<file path="src/rtl/matvec2_pkg.sv">
// Shared types and constants for the sequential 2x2 matrix-vector multiply stage.
package matvec2_pkg;

  localparam int          STEPS    = 4;
  localparam logic [1:0]  ERR_NONE = 2'b00;

  typedef enum logic [1:0] {
    IDLE = 2'd0,
    CALC = 2'd1,
    OUT  = 2'd2
  } state_t;

  typedef logic [1:0] step_t;

endpackage

</file>
<file path="src/rtl/matvec2_seq_mac_step.sv">
// One multiply-accumulate step: low-W product of a and b added to acc, all modulo 2^W.
module mac_step #(
  parameter int W = 9
) (
  input  logic [W-1:0] a_i,
  input  logic [W-1:0] b_i,
  input  logic [W-1:0] acc_i,
  output logic [W-1:0] sum_o
);

  logic [W-1:0] prod;

  // Self-determined W-bit multiply keeps exactly the low W bits of the product.
  assign prod  = W'(a_i * b_i);
  assign sum_o = acc_i + prod;

endmodule

</file>
<file path="src/rtl/matvec2_seq.sv">
// 2x2 matrix-vector multiply x = M*v over four cycles using one shared multiplier;
// a non-zero inverter error code bypasses the arithmetic and is forwarded.
module matvec2_seq
  import matvec2_pkg::*;
#(
  parameter int DATA_WIDTH = 8
) (
  input  logic                  clk,
  input  logic                  rst,
  input  logic [DATA_WIDTH:0]   m0,
  input  logic [DATA_WIDTH:0]   m1,
  input  logic [DATA_WIDTH:0]   m2,
  input  logic [DATA_WIDTH:0]   m3,
  input  logic [1:0]            err_in,
  input  logic [DATA_WIDTH:0]   v0,
  input  logic [DATA_WIDTH:0]   v1,
  input  logic                  in_valid,
  output logic                  in_ready,
  output logic [DATA_WIDTH:0]   x0,
  output logic [DATA_WIDTH:0]   x1,
  output logic [1:0]            err_out,
  output logic                  out_valid,
  input  logic                  out_ready
);

  localparam int W = DATA_WIDTH + 1;

  state_t               state_q,  state_d;
  step_t                step_q,   step_d;
  logic [3:0][W-1:0]    m_q,      m_d;
  logic [1:0][W-1:0]    v_q,      v_d;
  logic [1:0]           err_q,    err_d;
  logic [W-1:0]         acc_q,    acc_d;
  logic [W-1:0]         x0_q,     x0_d;
  logic [W-1:0]         x1_q,     x1_d;

  logic [W-1:0]         mac_a;
  logic [W-1:0]         mac_b;
  logic [W-1:0]         mac_sum;

  // Step order m0*v0, m1*v1, m2*v0, m3*v1: matrix word follows the step, vector word its LSB.
  assign mac_a = m_q[step_q];
  assign mac_b = v_q[step_q[0]];

  mac_step #(.W(W)) u_mac (
    .a_i   (mac_a),
    .b_i   (mac_b),
    .acc_i (acc_q),
    .sum_o (mac_sum)
  );

  always_comb begin
    // NOTE: every signal gets its hold value first so no path through the case leaves it unassigned (no latches).
    state_d = state_q;
    step_d  = step_q;
    m_d     = m_q;
    v_d     = v_q;
    err_d   = err_q;
    acc_d   = acc_q;
    x0_d    = x0_q;
    x1_d    = x1_q;

    unique case (state_q)
      IDLE: begin
        if (in_valid) begin
          m_d     = {m3, m2, m1, m0};
          v_d     = {v1, v0};
          err_d   = err_in;
          acc_d   = '0;
          step_d  = '0;
          x0_d    = '0;
          x1_d    = '0;
          state_d = CALC;
        end
      end
      CALC: begin
        // An errored matrix spends one cycle here so its response appears one edge after acceptance.
        if (err_q != ERR_NONE) begin
          state_d = OUT;
        end else begin
          acc_d  = mac_sum;
          step_d = step_q + 2'd1;
          if (step_q == 2'd1) begin
            x0_d  = mac_sum;
            acc_d = '0;
          end
          if (step_q == 2'(STEPS - 1)) begin
            x1_d    = mac_sum;
            state_d = OUT;
          end
        end
      end
      OUT: begin
        if (out_ready) state_d = IDLE;
      end
      default: state_d = IDLE;
    endcase
  end

  // NOTE: sequential state uses non-blocking assignments so all registers update together at the edge.
  always_ff @(posedge clk or posedge rst) begin
    if (rst) begin
      state_q <= IDLE;
      step_q  <= '0;
      m_q     <= '0;
      v_q     <= '0;
      err_q   <= ERR_NONE;
      acc_q   <= '0;
      x0_q    <= '0;
      x1_q    <= '0;
    end else begin
      state_q <= state_d;
      step_q  <= step_d;
      m_q     <= m_d;
      v_q     <= v_d;
      err_q   <= err_d;
      acc_q   <= acc_d;
      x0_q    <= x0_d;
      x1_q    <= x1_d;
    end
  end

  assign in_ready  = (state_q == IDLE) && !rst;
  assign out_valid = (state_q == OUT);
  assign x0        = x0_q;
  assign x1        = x1_q;
  assign err_out   = err_q;

endmodule

</file>
<file path="config.mk">
export PLATFORM = sky130hd
export DESIGN_NAME = matvec2_seq
export DESIGN_NICKNAME = d
export VERILOG_FILES = /design/src/rtl/matvec2_pkg.sv /design/src/rtl/matvec2_seq_mac_step.sv /design/src/rtl/matvec2_seq.sv
export SDC_FILE = /design/constraint.sdc
export NUM_CORES = 1
export LEC_CHECK = 0
export CAP_MARGIN = 20
export CORE_MARGIN = 3
export CORE_UTILIZATION = 50
export DETAILED_ROUTE_END_ITERATION = 10
export GPL_TIMING_DRIVEN = 0
export PLACE_DENSITY = 0.76
export SLEW_MARGIN = 20
export SYNTH_ARGS = -nofsm -noshare
export SYNTH_HDL_FRONTEND = slang
export SYNTH_SLANG_ARGS = --single-unit
</file>
<file path="constraint.sdc">
create_clock -name clk -period 8.1 [get_ports clk]
set_clock_uncertainty 0.05 [all_clocks]
set_input_delay 0.81 -clock clk [delete_from_list [all_inputs] [get_ports clk]]
set_output_delay 0.81 -clock clk [all_outputs]
set_load 0.02 [all_outputs]
</file>
# ---- Word level (Yosys, flattened, before mapping)
# Index checks and enable logic that the tools add are counted.
dict set report totals {
  out_inout_bits 22
  regBits 87
  word_cells 59
  in_bits 60
}
dict set report classes {
  n_addsub 2
  muxes 22
  n_reduce_logical 10
  mul 1
  order_cmp 2
  n_eq_ne 10
}
# op count
set ops {}
lappend ops {{9-bit two-way mux} 10}
lappend ops {{9-bit case mux with 2 select lines} 3}
lappend ops {{9-bit binary-select mux with 2-bit select} 1}
lappend ops {{2-bit two-way mux} 6}
lappend ops {{9-bit adder} 1}
lappend ops {{9-bit by 9-bit multiplier with 9-bit output} 1}
lappend ops {{2-bit inequality test, second input constant} 4}
lappend ops {{4-bit AND reduction} 2}
lappend ops {{2-bit case mux with 3 select lines} 1}
lappend ops {{3-bit AND reduction} 2}
lappend ops {{2-bit by 1-bit equality test with 1-bit output, second input constant} 2}
lappend ops {{2-bit equality test, second input constant} 2}
lappend ops {{2-bit case mux with 2 select lines} 1}
lappend ops {{2-bit nonzero test} 2}
lappend ops {{2-bit by 3-bit less-than comparator with 1-bit output, second input constant} 1}
lappend ops {{3-bit inequality test, second input constant} 1}
lappend ops {{2-bit by 1-bit adder with 2-bit output, second input constant} 1}
lappend ops {{2-bit logical NOT} 1}
lappend ops {{1-bit by 2-bit less-than comparator with 1-bit output, second input constant} 1}
lappend ops {{2-bit by 1-bit inequality test with 1-bit output, second input constant} 1}
lappend ops {{2-bit AND reduction} 1}
lappend ops {{1-bit logical AND} 1}
lappend ops {{1-bit logical NOT} 1}

# ---- Logic depth before layout (Yosys ltp)
# Gate-level depths: netlist of the first run.
dict set report depth {
  word_depth 7
  ltp_mapped 21
  depth_no_buf 19
}

# ---- By module
# Synthesis of the first run repeated with hierarchy kept, for this count alone.
dict set report hier_totals {
  hier_cells 432
  hier_area_um2 5318.9
}
# mod cells_per_inst seq_area_each_um2 area_each_um2 instances
set modules_own_cells {}
lappend modules_own_cells {matvec2_seq 272 2177.1 3946.3 1}
lappend modules_own_cells {mac_step 160 0.0 1372.6 1}

# ---- Worst setup path after synthesis of the first run
# No wires, ideal clock.
dict set report synth_timing {
  path_kind {reg2reg}
  from {reg step_q[0]}
  to {reg x0_q[8] (netlist: x0[8])}
  setup_slack_ps 3035
  setup_time_ps 131
  period_less_slack_ps 5065
  n_path_buf 3
  required_ps 7919
  t_arrival_ps 4884
  path_stages_with_launch 18
  path_cell_list {dfrtp_1 -> buf_2 -> buf_2 -> buf_1 -> mux2i_1 -> nand2_1 -> fa_1 -> fa_1 -> fa_1 -> fa_1 -> fa_1 -> xnor2_1 -> xnor2_1 -> xnor2_1 -> xnor2_1 -> xnor3_1 -> xnor2_1 -> o31ai_1}
}
dict set report synth_between {
  elab_chain_cells 7
  word_cells_on_any_way 12
  classes_between {1 x add/sub; 1 x mul; 2 x eq/ne; 7 x mux; 1 x reduce/logical}
}
# item line_no
set synth_lines {}
lappend synth_lines {{from (decl)} matvec2_seq.sv:29} ;# step_t step_q, step_d;
lappend synth_lines {{from (signal assigned)} matvec2_seq.sv:113} ;# step_q <= step_d;
lappend synth_lines {{9-bit binary-select mux with 2-bit select / 9-bit two-way mux (equally long branches)} {matvec2_seq.sv:42, matvec2_seq.sv:43}}
lappend synth_lines {{9-bit two-way mux, on equally long branches} {matvec2_seq.sv:42, matvec2_seq.sv:43}}
lappend synth_lines {{9-bit by 9-bit multiplier with 9-bit output} matvec2_seq_mac_step.sv:14} ;# assign prod = W'(a_i * b_i);
lappend synth_lines {{9-bit adder} matvec2_seq_mac_step.sv:15} ;# assign sum_o = acc_i + prod;
lappend synth_lines {{9-bit two-way mux} matvec2_seq.sv:83} ;# if (step_q == 2'd1) begin
lappend synth_lines {{9-bit two-way mux} matvec2_seq.sv:78} ;# if (err_q != ERR_NONE) begin
lappend synth_lines {{9-bit case mux with 2 select lines} matvec2_seq.sv:63} ;# unique case (state_q)
lappend synth_lines {{to (signal assigned)} matvec2_seq.sv:109} ;# x0_q <= '0;
lappend synth_lines {{to (signal assigned)} matvec2_seq.sv:118} ;# x0_q <= x0_d;
lappend synth_lines {{to (decl)} matvec2_seq.sv:34} ;# logic [W-1:0] x0_q, x0_d;
# Several ways; a longest one is shown, not always the timed one. The select of a mux whose other input is x is not followed.
# A chain may end at the register's enable or synchronous reset.

# ---- Final worst setup path of the first run
dict set report layout_timing {
  from {reg step_q[0]}
  to {reg x1_q[8] (netlist: x1[8])}
}
dict set report layout_between {
  elab_chain_cells 7
  word_cells_on_any_way 12
  classes_between {1 x add/sub; 1 x mul; 2 x eq/ne; 7 x mux; 1 x reduce/logical}
}
# item line_no
set layout_lines {}
lappend layout_lines {{9-bit binary-select mux with 2-bit select / 9-bit two-way mux (equally long branches)} {matvec2_seq.sv:42, matvec2_seq.sv:43}}
lappend layout_lines {{9-bit two-way mux, on equally long branches} {matvec2_seq.sv:42, matvec2_seq.sv:43}}
lappend layout_lines {{9-bit by 9-bit multiplier with 9-bit output} matvec2_seq_mac_step.sv:14}
lappend layout_lines {{9-bit adder} matvec2_seq_mac_step.sv:15}
lappend layout_lines {{9-bit two-way mux} matvec2_seq.sv:87} ;# if (step_q == 2'(STEPS - 1)) begin
lappend layout_lines {{9-bit two-way mux} matvec2_seq.sv:78}
lappend layout_lines {{9-bit case mux with 2 select lines} matvec2_seq.sv:63}
lappend layout_lines {{to (signal assigned)} matvec2_seq.sv:110} ;# x1_q <= '0;
lappend layout_lines {{to (signal assigned)} matvec2_seq.sv:119} ;# x1_q <= x1_d;
lappend layout_lines {{to (decl)} matvec2_seq.sv:35} ;# logic [W-1:0] x1_q, x1_d;
# Several ways; a longest one is shown, not always the timed one. The select of a mux whose other input is x is not followed.

==> flow_summary.toml, run 1 <==
[critical_path]
cp_num_buf_inv = 7
startpoint_type = "flip-flop"
critPathKind = "flip-flop to flip-flop"
crit_family = "adder cells"
crit_required_ns = 8.31
path_cells = "buf_2 > buf_2 > buf_1 > mux2i_1 > nand2_1 > fa_1 > inv_1 > fa_1 > ha_1 > fa_1 > inv_1 > fa_1 > inv_1 > ha_1 > inv_1 > o22ai_1 > nor4_1 > nor3_1 > xnor2_1 > o31ai_1"
cp_max_fo = 10
critPathMaxStageDelay_ns = 0.53
crit_path_top_delay_cell = "fa_1"
end_kind = "flip-flop"
cp.arrival_ns = 6.21

[final_layout]
multiInputGateArea_um2 = 2720
layout.nets = 672
final-seq-area_um2 = 2180
area_delta_synth_final_pct = 24.0
stdcell_area_um2 = 6380
nFillCells = 786
drive_gt1_frac = 0.151
diodes = 0

[cts]
post_cts_buffers = 0
insertion_delay_ns = 0.35
cts_sinks = 87
cts_root_buffer = "clkbuf_8"
ctsResizeCount = 0
clk_path_buf_depth = 2
cts_hold_buf = 0
cts_made_buffers = 9
clk_transition_reported_paths_ns = 0.09
cts_tree = "done"
cts_htree_levels = 3

[sta]
max_freq_mhz = 167
worst_pin_slew_ns = 0.687
period_share = 0.741
layout_setup_ws_ns = 2.10
rsz0062_at_grt = "no"
drv_slew = 0
post-route-min-period_ns = 6.00
setup_viol = 0
fin_tns_setup_ns = 0
maxSlewHeadroom = 0.542
hold_viol = 0

[logic_synthesis]
synth_area_um2 = 5140
synth_top_area_frac = 0.423
synth_area_leaders = "dfrtp_1 (42%), mux2_2 (13%), fa_1 (8.6%), ha_1 (6.3%), nand2_1 (5.6%)"
ys_warn_count = 0
synth_edf_count = 0
yosysSeqAreaShare = 0.423
syn-instance-count = 471
syn-mean-instance-area_um2 = 10.9
syn_nets = 579
synth_ff_type = "dfrtp_1"
synth_top_cell_by_area = "dfrtp_1"
ys_types = 37
ys_ff_latch = 87
async_flop_share = 1.00

[drt]
first_pass_iters = 4
drc = 0
vias = 3690
final_antenna_net_count = 0
first_iter_violations = 110
wire_per_inst_um = 15.5
routed_wl_um = 10900
via_per_inst = 5.26

[die]
ios = 82
fp.dieArea_um2 = 11500
coreArea_um2 = 9910
fp.dieW_um = 107
num_rows = 36
dieHeight_um = 107
initial_utilization = 0.519

[status]
status = "finished clean"

[placed_design]
place_area_um2 = 6150
place_congestion = 0.859
dp_hpwl_um = 8670
pre_cts_ws_ns = 2.11
port_buffers = 81

[global_routing]
antenna_found_initial = 0
grt_first_pass_wirelength_um = 18200
met3_usage = 0.0378
grt_remaining_overflow = 0
grt_use_met2 = 0.337
grt_pass1_vias = 3799
grt_max_degree = 61
track_usage = 0.199
use_met1 = 0.265
busiest_layer = "met2"

[job]
cap_violations = 0

[min_path]
holdCritPathClass = "flip-flop to flip-flop"
## synth_stat cells, drive strengths merged (6+ instances only)
master,count
nor2b,9
inv,40
nor2,10
xnor2,18
nand2b,10
buf,6
dfrtp,87
ha,26
mux2i,14
nand2,77
o21ai,29
a21oi,9
fa,22
mux2,61
clkbuf,13
## worst paths after layout
| kind | start | to | slack [ns] | cells past startpoint |
|---|---|---|---|---|
| min in group asynchronous | rst | x1[8]$_DFFE_PP0P_ | 0.76 | 2 |
| max | step_q[0]$_DFFE_PP0P_ | x1[8]$_DFFE_PP0P_ | 2.10 | 20 |
| min | x0[7]$_DFFE_PP0P_ | x0[7]$_DFFE_PP0P_ | 0.44 | 2 |
| max reg2reg | step_q[0]$_DFFE_PP0P_ | x1[8]$_DFFE_PP0P_ | 2.10 | 20 |
| min reg2reg | x0[7]$_DFFE_PP0P_ | x0[7]$_DFFE_PP0P_ | 0.44 | 2 |
| max in group asynchronous | rst | v_q[4]$_DFFE_PP0P_ | 6.62 | 3 |
## worst reg2reg max path, stage by stage (launching register included)
cell and delay [ns]:
dfrtp_1 0.38, buf_2 0.24, buf_2 0.25, buf_1 0.44, mux2i_1 0.51, nand2_1 0.14
fa_1 0.52, inv_1 0.05, fa_1 0.46, ha_1 0.33, fa_1 0.53, inv_1 0.05
fa_1 0.50, inv_1 0.05, ha_1 0.29, inv_1 0.06, o22ai_1 0.19, nor4_1 0.07
nor3_1 0.37, xnor2_1 0.20, o31ai_1 0.23
## layout by cell type (no fill, tap or decap), types with 13 or more instances in the layout
| cell | netlist | routed |
|---|---|---|
| clkdlybuf4s50_1 | 0 | 81 |
| mux2i_1 | 14 | 14 |
| clkbuf_1 | 13 | 13 |
| mux2_2 | 61 | 61 |
| nand2_1 | 77 | 77 |
| dfrtp_1 | 87 | 87 |
| xnor2_1 | 18 | 18 |
| o21ai_0 | 28 | 28 |
| ha_1 | 26 | 26 |
| inv_1 | 40 | 39 |
| fa_1 | 22 | 22 |
## per-stage QoR
stage / std cells / hold WS [ns] / utilization
2_1_floorplan: 471 / 0.400 / -
3_3_place_gp: 685 / 0.418 / 0.618
3_5_place_dp: 686 / 0.422 / 0.621
4_1_cts: 702 / 0.443 / 0.644
5_1_grt: 702 / 0.471 / 0.644
6_report: 702 / 0.437 / 0.644
## state kept, by name, summed over array words and instances, names as in the netlist
register / flops
x1: 9
err_out: 2
acc_q: 9
state_q: 2
v_q: 18
x0: 9
m_q: 36
step_q: 2
## layer usage
metal	share of wire	vias up	wire length, um
li1	-	1765	-
met3	0.044	9	479
met5	0	-	0
met2	0.50	87	5460
met1	0.44	1829	4800
met4	0.011	0	122
## kinds of logic after synthesis
| family | Yosys count | synth area share |
|---|---|---|
| fa+ha+maj | 48 | 0.149 |
| compound gates | 55 | 0.0627 |
| mux | 77 | 0.171 |
| xor+xnor | 20 | 0.0367 |
| buf+inv | 59 | 0.0489 |
| simple gates | 125 | 0.109 |
| flops | 87 | 0.423 |
## area by class of cell
cell class | count | area share
multi-input cells | 325 | 0.426
flip-flops and latches | 87 | 0.341
repair buffers | 82 | 0.131
well taps | 133 | 0.0261
inverters | 40 | 0.0239
clock buffers | 9 | 0.0194
clock inverters | 7 | 0.0159
plain buffers | 19 | 0.0159
Power of run 1 is not shown: default switching activity piles up to over one toggle a cycle in this logic, so the estimate is an artifact.
==> inputs of run 2 (changes only) <==
==> constraint.sdc (replaced) <==
create_clock -name clk -period 5.55 [get_ports clk]
set_clock_uncertainty 0.05 [all_clocks]
set_input_delay 0.555 -clock clk [delete_from_list [all_inputs] [get_ports clk]]
set_output_delay 0.555 -clock clk [all_outputs]
set_load 0.02 [all_outputs]
==> run 2 against run 1 <==
- die area unchanged
- maximum frequency increased by 12%
- register-to-register slack got worse by 1.9 ns
- setup slack got worse by 1.9 ns
- count of clock-buffer cells in the layout unchanged
- non-clock buffer count increased by 2
- utilization increased by 1.1 points
- hold slack got worse by 0.00078 ns
- via count increased by 1.4%
- routed wire length increased by 2.5%
- largest cell class unchanged
==> flow_summary.toml, run 2 (synthesis gave the netlist of run 1 again) <==
[die]
coreArea_um2 = 9910
ios = 82
num_rows = 36
dieHeight_um = 107
initial_utilization = 0.519
fp.dieArea_um2 = 11500
fp.dieW_um = 107

[cts]
cts_made_buffers = 9
cts_tree = "done"
clk_transition_reported_paths_ns = 0.09
clk_path_buf_depth = 2
insertion_delay_ns = 0.35
cts_sinks = 87
cts_htree_levels = 3
cts_hold_buf = 0
cts_root_buffer = "clkbuf_8"

[drt]
drc = 0
vias = 3742
first_pass_iters = 4
wire_per_inst_um = 15.8
routed_wl_um = 11100
first_iter_violations = 114
via_per_inst = 5.32
final_antenna_net_count = 0

[final_layout]
reg_top3 = "m_q (36), v_q (18)"
layout.nets = 674
top_register = "m_q"
largest_register_ffs = 36
area_delta_synth_final_pct = 26.1
diodes = 0
mostFrequentLayoutCells = "dfrtp_1 (87), clkdlybuf4s50_1 (81), nand2_1 (77)"
drive_gt1_frac = 0.177
final_common_cell = "dfrtp_1"
stdcell_area_um2 = 6490

[job]
cap_violations = 0

[sta]
worst_pin_slew_ns = 0.696
max_freq_mhz = 187
drv_slew = 0
post-route-min-period_ns = 5.35
setup_viol = 0
period_share = 0.965
maxSlewHeadroom = 0.536
hold_viol = 0
whs_ns = 0.436

[global_routing]
use_met1 = 0.266
grt_remaining_overflow = 0
track_usage = 0.199
antenna_found_initial = 0
met3_usage = 0.0378
busiest_layer = "met2"
grt_use_met2 = 0.337
grt_first_pass_wirelength_um = 18200
grt_max_degree = 61
grt_pass1_vias = 3808

[critical_path]
r2r_cells = 18
crit_top_cell = "fa_1"
cp.arrival_ns = 5.56
crit_required_ns = 5.76
end_kind = "flip-flop"
path_cells = "clkbuf_4 > buf_4 > buf_6 > mux2i_4 > buf_4 > nand2_1 > fa_1 > fa_1 > fa_1 > fa_1 > fa_2 > xnor2_2 > xnor2_1 > xnor2_1 > xnor2_1 > xnor3_1 > xnor2_2 > o31ai_1"
reg2reg_slack_ns = 0.20
startpoint_type = "flip-flop"
crit_path_top_delay_cell = "fa_1"
critPathMaxStageDelay_ns = 0.54
r2r-start = "step_q[0]$_DFFE_PP0P_"
reg2reg_to = "x0[8]$_DFFE_PP0P_"
cp_max_fo = 10
critPathKind = "flip-flop to flip-flop"

[min_path]
hp-start = "x0[7]$_DFFE_PP0P_"
holdPathStages = 2
whs_endpoint = "x0[7]$_DFFE_PP0P_"
holdCritPathClass = "flip-flop to flip-flop"

[placed_design]
dp_hpwl_um = 8670
place_congestion = 0.859
port_buffers = 81
place_area_um2 = 6150

[status]
status = "finished clean"
run 2: cell type report:
type | instances | area (um^2)
Inverter | 40 | 153
Tap cell | 133 | 166
Buffer | 19 | 114
Timing Repair Buffer | 84 | 853
Fill cell | 767 | 3420
Multi-Input combinational cell | 325 | 2800
Clock inverter | 7 | 101
Clock buffer | 9 | 124
Sequential cell | 87 | 2180
run 2: worst max-delay path by stage:
| stage | start | to | slack [ns] | depth (start not counted) |
|---|---|---|---|---|
| after floorplan | step_q[0]$_DFFE_PP0P_ | x0[8]$_DFFE_PP0P_ | 0.49 | 17 |
| after global placement | step_q[0]$_DFFE_PP0P_ | acc_q[8]$_DFFE_PP0P_ | -0.29 | 20 |
| after detailed placement | step_q[0]$_DFFE_PP0P_ | x1[8]$_DFFE_PP0P_ | -0.44 | 20 |
| after CTS | step_q[0]$_DFFE_PP0P_ | x1[8]$_DFFE_PP0P_ | 0.005 | 17 |
| after global routing | step_q[1]$_DFFE_PP0P_ | x0[8]$_DFFE_PP0P_ | -0.02 | 20 |
| final | step_q[0]$_DFFE_PP0P_ | x0[8]$_DFFE_PP0P_ | 0.20 | 18 |
run 2: critical path, delay by kind of cell (launching register included):
| kind | cells | cell delay (ns) |
|---|---|---|
| muxes | 1 | 0.28 |
| and+or+nand+nor | 1 | 0.07 |
| AOI/OAI and AO/OA | 1 | 0.24 |
| adders and majority gates | 5 | 2.35 |
| buffers and inverters | 4 | 0.76 |
| xor gates and xnor gates | 6 | 1.13 |
| DFF | 1 | 0.38 |
run 2: routing by layer:
layer	routed length, um	vias to the layer above	share of wire
li1	-	1767	-
met1	4900	1876	0.44
met2	5630	93	0.51
met3	490	6	0.044
met4	105	0	0.0094
met5	0	-	0
run 2: through the flow:
stage	std cells	util	TNS (ns)	worst slack [ns]
3_5_place_dp	686	0.621	-1.82	-0.442
4_1_cts	702	0.646	0	0.00452
5_1_grt	704	0.655	-0.0194	-0.0194
2_1_floorplan	471	-	0	0.485
6_report	704	0.655	0	0.197
3_3_place_gp	685	0.618	-0.866	-0.294
run 2: what timing repair did:
item / CTS / global route
buffers inserted: 0 / 2
cloned: 0 / 0
pin swaps: 0 / 7
endpoints found under the setup margin: 9 / 9
gates resized for setup: 6 / 14
Power of run 2 is left out for the same reason.
